`src/rtl/note_pkg.sv`:
```
// Shared definitions for the note recorder and the playback block: entry packing
// convention (freq1 in the most-significant field) and the recorder state enum.
package note_pkg;

  localparam int FREQ_W  = 12;
  localparam int ENTRY_W = 4 * FREQ_W;

  typedef logic [ENTRY_W-1:0] entry_t;

  typedef enum logic [1:0] {
    REC_IDLE = 2'd0,
    REC_RUN  = 2'd1,
    REC_DONE = 2'd2
  } rec_state_e;

  function automatic entry_t pack_entry(input logic [FREQ_W-1:0] f1,
                                        input logic [FREQ_W-1:0] f2,
                                        input logic [FREQ_W-1:0] f3,
                                        input logic [FREQ_W-1:0] f4);
    return {f1, f2, f3, f4};
  endfunction

  // voice 0 is freq1 (MS field), voice 3 is freq4 (LS field)
  function automatic logic [FREQ_W-1:0] unpack_voice(input entry_t e, input logic [1:0] voice);
    logic [FREQ_W-1:0] v;
    case (voice)
      2'd0:    v = e[4*FREQ_W-1:3*FREQ_W];
      2'd1:    v = e[3*FREQ_W-1:2*FREQ_W];
      2'd2:    v = e[2*FREQ_W-1:FREQ_W];
      default: v = e[FREQ_W-1:0];
    endcase
    return v;
  endfunction

endpackage

```
`src/rtl/step_timer.sv`:
```
// Loadable down-counter: tick is high while the count is zero; when enabled at
// zero it reloads instead of wrapping. Shared by recording and playback timing.
module step_timer #(
  parameter int CNT_W = 6
) (
  input  logic             clk,
  input  logic             rst_n,
  input  logic             load,
  input  logic             en,
  input  logic [CNT_W-1:0] load_val,
  output logic             tick
);

  logic [CNT_W-1:0] cnt_d, cnt_q;

  assign tick = (cnt_q == '0);

  always_comb begin
    cnt_d = cnt_q;
    if (load) begin
      cnt_d = load_val;
    end else if (en) begin
      cnt_d = tick ? load_val : cnt_q - 1'b1;
    end
  end

  always_ff @(posedge clk) begin
    if (!rst_n) begin
      cnt_q <= '0;
    end else begin
      cnt_q <= cnt_d;
    end
  end

endmodule

```
`src/rtl/note_recorder.sv`:
```
// Records four live voice frequencies into note memory once every STEP_CYCLES.
// Build option NOTE_RECORDER_LOOP_EN: circular take that wraps until stop.
module note_recorder #(
  parameter int FREQ_W      = note_pkg::FREQ_W,
  parameter int ADDR_W      = 8,
  parameter int STEP_CYCLES = 50
) (
  input  logic                    clk,
  input  logic                    rst_n,
  input  logic                    start,
  input  logic                    stop,
  input  logic [FREQ_W-1:0]       freq1,
  input  logic [FREQ_W-1:0]       freq2,
  input  logic [FREQ_W-1:0]       freq3,
  input  logic [FREQ_W-1:0]       freq4,
  output logic                    wr_en,
  output logic [ADDR_W-1:0]       wr_addr,
  output logic [4*FREQ_W-1:0]     wr_data,
  output logic                    recording,
  output logic                    full,
  output logic [ADDR_W:0]         count,
  output note_pkg::rec_state_e    state_dbg
);

  import note_pkg::*;

  localparam int                TMR_W     = (STEP_CYCLES > 2) ? $clog2(STEP_CYCLES) : 1;
  localparam logic [TMR_W-1:0]  RELOAD    = TMR_W'(STEP_CYCLES - 1);
  localparam logic [ADDR_W:0]   DEPTH     = {1'b1, {ADDR_W{1'b0}}};
  localparam logic [ADDR_W-1:0] LAST_ADDR = '1;

  rec_state_e              state_d, state_q;
  logic                    wr_en_d, wr_en_q;
  logic [ADDR_W-1:0]       wr_addr_d, wr_addr_q;
  logic [4*FREQ_W-1:0]     wr_data_d, wr_data_q;
  logic                    full_d, full_q;
  logic [ADDR_W:0]         count_d, count_q;
  logic                    tmr_load, tmr_en, tmr_tick;
  logic [4*FREQ_W-1:0]     entry_in;
  logic [ADDR_W-1:0]       wr_addr_inc;

  assign entry_in    = {freq1, freq2, freq3, freq4};
  assign wr_addr_inc = wr_addr_q + 1'b1;

  step_timer #(
    .CNT_W    (TMR_W)
  ) u_step_timer (
    .clk      (clk),
    .rst_n    (rst_n),
    .load     (tmr_load),
    .en       (tmr_en),
    .load_val (RELOAD),
    .tick     (tmr_tick)
  );

  // Write port: wr_en is a one-cycle strobe with no back-pressure; wr_addr and
  // wr_data are valid while it is high and hold their last value between writes.
  always_comb begin
    state_d   = state_q;
    wr_en_d   = 1'b0;
    wr_addr_d = wr_addr_q;
    wr_data_d = wr_data_q;
    full_d    = full_q;
    count_d   = count_q;
    tmr_load  = 1'b0;
    tmr_en    = 1'b0;
    case (state_q)
      REC_IDLE, REC_DONE: begin
        if (start && !stop) begin
          state_d   = REC_RUN;
          wr_en_d   = 1'b1;
          wr_addr_d = '0;
          wr_data_d = entry_in;
          full_d    = 1'b0;
          count_d   = {{ADDR_W{1'b0}}, 1'b1};
          tmr_load  = 1'b1;
        end
      end
      REC_RUN: begin
        tmr_en = 1'b1;
        if (stop) begin
          state_d = REC_IDLE;
`ifndef NOTE_RECORDER_LOOP_EN
        end else if (full_q) begin
          // the final entry went out on the previous edge
          state_d = REC_DONE;
`endif
        end else if (tmr_tick) begin
          wr_en_d   = 1'b1;
          wr_addr_d = wr_addr_inc;
          wr_data_d = entry_in;
          if (count_q != DEPTH) begin
            count_d = count_q + 1'b1;
          end
`ifdef NOTE_RECORDER_LOOP_EN
          if (wr_addr_q == LAST_ADDR) begin
            full_d = 1'b1;
          end
`else
          if (wr_addr_inc == LAST_ADDR) begin
            full_d = 1'b1;
          end
`endif
        end
      end
      default: begin
        state_d = REC_IDLE;
      end
    endcase
  end

  always_ff @(posedge clk) begin
    if (!rst_n) begin
      state_q   <= REC_IDLE;
      wr_en_q   <= 1'b0;
      wr_addr_q <= '0;
      wr_data_q <= '0;
      full_q    <= 1'b0;
      count_q   <= '0;
    end else begin
      state_q   <= state_d;
      wr_en_q   <= wr_en_d;
      wr_addr_q <= wr_addr_d;
      wr_data_q <= wr_data_d;
      full_q    <= full_d;
      count_q   <= count_d;
    end
  end

  assign wr_en     = wr_en_q;
  assign wr_addr   = wr_addr_q;
  assign wr_data   = wr_data_q;
  assign full      = full_q;
  assign count     = count_q;
  assign recording = (state_q == REC_RUN);
  assign state_dbg = state_q;

endmodule
```
`config.mk`:
```
export PLATFORM = sky130hd
export DESIGN_NAME = note_recorder
export DESIGN_NICKNAME = d
export VERILOG_FILES = /design/src/rtl/note_pkg.sv /design/src/rtl/step_timer.sv /design/src/rtl/note_recorder.sv
export SDC_FILE = /design/constraint.sdc
export NUM_CORES = 1
export LEC_CHECK = 0
export CAP_MARGIN = 30
export CORE_ASPECT_RATIO = 0.8
export CORE_MARGIN = 2
export CORE_UTILIZATION = 47
export CTS_CLUSTER_DIAMETER = 30
export DETAILED_ROUTE_END_ITERATION = 7
export PLACE_DENSITY = 0.86
export SYNTH_ARGS = -nofsm -noshare
export SYNTH_HDL_FRONTEND = slang
export SYNTH_SLANG_ARGS = --single-unit
```
`constraint.sdc`:
```
create_clock -name clk -period 4.6 [get_ports clk]
set_clock_uncertainty 0.05 [all_clocks]
set_input_delay 1.38 -clock clk [delete_from_list [all_inputs] [get_ports clk]]
set_output_delay 1.38 -clock clk [all_outputs]
set_load 0.01 [all_outputs]
```
# Word level (Yosys, flattened, before mapping)
# Cells that the tools add are included.
# op_classes
addsub	3
n_eq_ne	10
muxes	36
bitwise	1
n_reduce_logical	12
# op_table
cell	n
$mux W48	4
$pmux W48 S2	1
$mux W9	5
$mux W8	4
$mux W6	3
$pmux W9 S2	1
$pmux W8 S2	1
$mux W1	11
$add A9 B1 Y9 const B	1
$ne A9 B9 Y1 const B	1
$add A8 B1 Y8 const B	1
$eq A8 B8 Y1 const B	1
$logic_not A6 Y1	1
$mux W2	3
$ne A2 B2 Y1 const B	3
$reduce_and A6 Y1	1
$sub A6 B1 Y6 const B	1
$reduce_and A5 Y1	1
$ne A2 B1 Y1 const B	2
$pmux W1 S2	2
$pmux W2 S2	1
$reduce_bool A2 Y1	2
$reduce_or A2 Y1	2
$ne A3 B2 Y1 const B	1
other kinds (8)	8
# totals
regBits	75
inputBits	52
out_inout_bits	70
elab_cells	70

# Depth between registers and ports, before layout
# depth
depth_word	7
depth_mapped	9
mapped_depth_nobuf	7

# By module
# Synthesis repeated with hierarchy kept, for this count alone.
# hier_totals
cells_unflattened	407
hier_area_um2	3260.6
# modules_own_cells
mod	instances	cells_per_inst	area_per_inst_um2	seq_area_each_um2
note_recorder	1	353	2806.4	1381.3
step_timer	1	54	454.2	120.1

# Worst setup path before layout
# OpenSTA, ideal clock, no wires.
# synth_timing
path_type	flip-flop to output port
from	register state_q[1] (netlist: state_dbg[1])
to	output port recording
t_arrival_ns	1.084
path_slack_ns	2.086
path_stages_with_launch	5
n_path_buf	2
cell_sequence	dfxtp_1 nand2b_1 clkbuf_1 inv_1 clkbuf_1
# synth_between
elab_chain_cells	1
# synth_lines
element	line_no	text
start, declared	note_recorder.sv:32	rec_state_e state_d, state_q;
start signal, assigned	note_recorder.sv:121	state_q <= state_d;
$eq A2 B1 Y1	note_recorder.sv:135	assign recording = (state_q == REC_RUN);
end, declared	note_recorder.sv:19	output logic recording,
# No other way between the ends.

# Worst setup path in the final report
# Ends and elaborated chain as after synthesis.

==> out/qor.txt <==
status = finished, final reports clean
vias in the first global route = 2860
RSZ-0062 raised after global routing = false
Final setup viols = 0
Syn Inst Count = 387
drt pass-1 iters = 5
Skew-Pair Late Insertion Delay = 0.34 ns
CTS clock-pin slew for the worst setup and hold paths = 0.08 ns
first-pass GRT wire length = 13550 microns
DP Wirelength = 5957 microns
fillers = 501
via/cell ratio = 5.249
Worst slew margin = 54.08%
reg2reg setup slack = 1.87 ns
setup slack after layout = 1.183 ns
Critical Path Fanout Max = 17
GRT Total Usage = 23.37%
htree depth = 3
sequential power share = 44.7%
Syn Nets = 444
Antenna Cells = 0
Most used DFF post-synth = dfxtp_1
WL final = 8498 microns
max-slew violation count = 0
Leakage = 1.669 nW
Setup CP Type = flip-flop to primary output
# DRC = 0
antenna violations before repair = 0
CTS root buffer = clkbuf_8
fin crit period = 3.417 ns
Layout Nets = 559
Worst Setup Start Kind = flip-flop
# hold bufs at CTS = 0
post-synthesis register bit count = 75
Area Growth Syn to Fin = 49.21%
P_sw = 0.0003813 W
endpoint class of the critical path = primary output
Core Box Area = 6376 sq um
gpl congestion = 0.9027
Worst Tran Pin Value = 0.6888 ns
Max Freq = 292.7 MHz
Non-Filler Instances = 591
Netlist cell types = 43
FP Rows = 26
pwr dens = 338.1 nW/um^2
Setup Buffers After CTS = 0
fraction of power consumed by the clock network = 41.0%
Buffers on Ports = 121
Num Clock Sinks = 75
GRT overflow = 0
Longest Clk Path Bufs = 2
CP arrival = 1.99 ns
Synth warnings = 0
Final ANT Viol Nets = 0
dpl cells = 575
Wirelength per Cell = 14.38 microns
Post-Place Cell Area = 4349 sq um
Die Width = 94.61 microns
Die Ht = 76.49 microns
syn avg cell area = 7.976 sq um
Max IR drop VDD = 0.3467 mV
Comb power frac = 14.3%
sequential fraction of the synthesis area = 48.64%
Starting Density = 48.41%
mapped cell area = 3087 sq um
dpl ws = 1.044 ns
fin crit share = 74.28%
Num CTS Buffers = 9
Vias = 3102
share of post-route cells with drive strength above 1 = 6.114%
critical path required time = 3.17 ns
EDFF count, synth = 0
maxcap violations = 0
hold crit path type = flip-flop to flip-flop
Power Internal = 0.001176 W
PostCTS Resize Cnt = 0
Post-synth ARST share = 0%
CTS tree = built
Hold Vio Cnt, Final = 0
Total Power = 0.001557 W
Final Cell Area = 4606 sq um
Die ar. = 7236 sq um
Net Sw Frac = 24.48%
number of I/O pins = 122
setup TNS = 0 ns
largest net degree at the start of global routing = 42
First DRT Iteration DRCs = 163
worst max-delay path, cell delays in order (launching register included):
cell and delay [ns]:
dfxtp_1 0.41, nand2b_1 0.58, inv_1 0.13, clkdlybuf4s50_1 0.52
kinds of logic (layout without fill, tap and decap cells):
logic type / count (synthesis) / in the layout / share of synthesized area [%]
AOI/OAI and AO/OA: 92 / 92 / 17.31
buffers and inverters: 31 / 151 / 4.215
adders and majority gates: 5 / 5 / 2.027
xor gates and xnor gates: 9 / 9 / 2.554
DFF: 75 / 75 / 48.64
and+or+nand+nor: 175 / 175 / 25.25
power groups by stage:
stage / combinational, W / sequential, W / clock (W)
2_1_floorplan: 0.0000925 / 0.000720 / 0
3_3_place_gp: 0.000217 / 0.000709 / 0
3_5_place_dp: 0.000222 / 0.000711 / 0
4_1_cts: 0.000224 / 0.000696 / 0.000649
5_1_grt: 0.000243 / 0.000700 / 0.000678
6_report: 0.000223 / 0.000696 / 0.000639
sequential cells by signal, indices dropped and copies added, names as in the netlist:
register            count
wr_en                   1
count                   9
full                    1
u_step_timer.cnt_q      6
state_dbg               2
wr_data                48
wr_addr                 8
path summary, 6_finish.rpt:
path	from	end	cells after the start
max	state_dbg[1]	recording	3
min	wr_data[19]	wr_data[19]	2
max reg2reg	state_dbg[1]	wr_addr[1]	8
min reg2reg	wr_data[19]	wr_data[19]	2
per-stage QoR:
step | hold WS, ns | utilization, %
finish | 0.4080 | 72.23
global route | 0.4265 | 72.23
floorplan | 0.4040 | -
CTS | 0.4093 | 72.23
detailed placement | 0.3978 | 68.21
global placement | 0.3914 | 68.21
Yosys cell counts (2+ instances only):
cell type | instances | area share, %
o211ai_1 | 4 | 0.97
and2_1 | 3 | 0.61
buf_4 | 2 | 0.49
nand3_1 | 10 | 1.6
inv_1 | 7 | 0.85
buf_2 | 5 | 0.81
xor2_1 | 8 | 2.3
o21a_1 | 3 | 0.73
or3_1 | 2 | 0.41
nor3_1 | 6 | 0.97
nand4b_1 | 4 | 1.1
clkbuf_1 | 16 | 1.9
o21ai_0 | 8 | 1.3
and3_1 | 2 | 0.41
ha_1 | 5 | 2.0
nand3b_1 | 2 | 0.49
a21oi_1 | 63 | 10
nand4_1 | 2 | 0.41
dfxtp_1 | 75 | 49
nor2_1 | 19 | 2.3
or4_1 | 3 | 0.73
nor2b_1 | 2 | 0.41
o21ai_2 | 2 | 0.57
nand2b_1 | 3 | 0.61
nand2_1 | 111 | 13
a31oi_1 | 2 | 0.41
or3b_4 | 2 | 0.73
cells in the final DEF (no fill, tap or decap), drive strengths merged, types with 4 or more instances in the layout:
cell | netlist | routed
dfxtp | 75 | 75
o21ai | 10 | 10
clkbuf | 16 | 10
nand2 | 112 | 112
nor2 | 19 | 19
o211ai | 4 | 4
nor3 | 6 | 6
xor2 | 8 | 8
ha | 5 | 5
buf | 7 | 6
nand3 | 10 | 10
clkdlybuf4s50 | 0 | 121
nand4b | 4 | 4
inv | 7 | 10
a21oi | 64 | 64
metal layers:
layer | track usage, % | wire [microns] | vias to the layer above
met5 | 0 | 0 | -
met4 | 6.812 | 102 | 0
met3 | 8.605 | 828 | 10
met2 | 37.23 | 4070 | 134
met1 | 29.50 | 3498 | 1426
li1 | - | - | 1532
cell type report:
type                    instances  area, sq um  area share (%)
repair buffers                127         1256           27.28
flip-flops and latches         75         1501           32.60
clock inverters                 6        118.9           2.581
inverters                       8        30.03          0.6520
well taps                      84        105.1           2.282
multi-input cells             281         1456           31.62
clock buffers                  10        137.6           2.988
(Power assumes the default switching activity.)
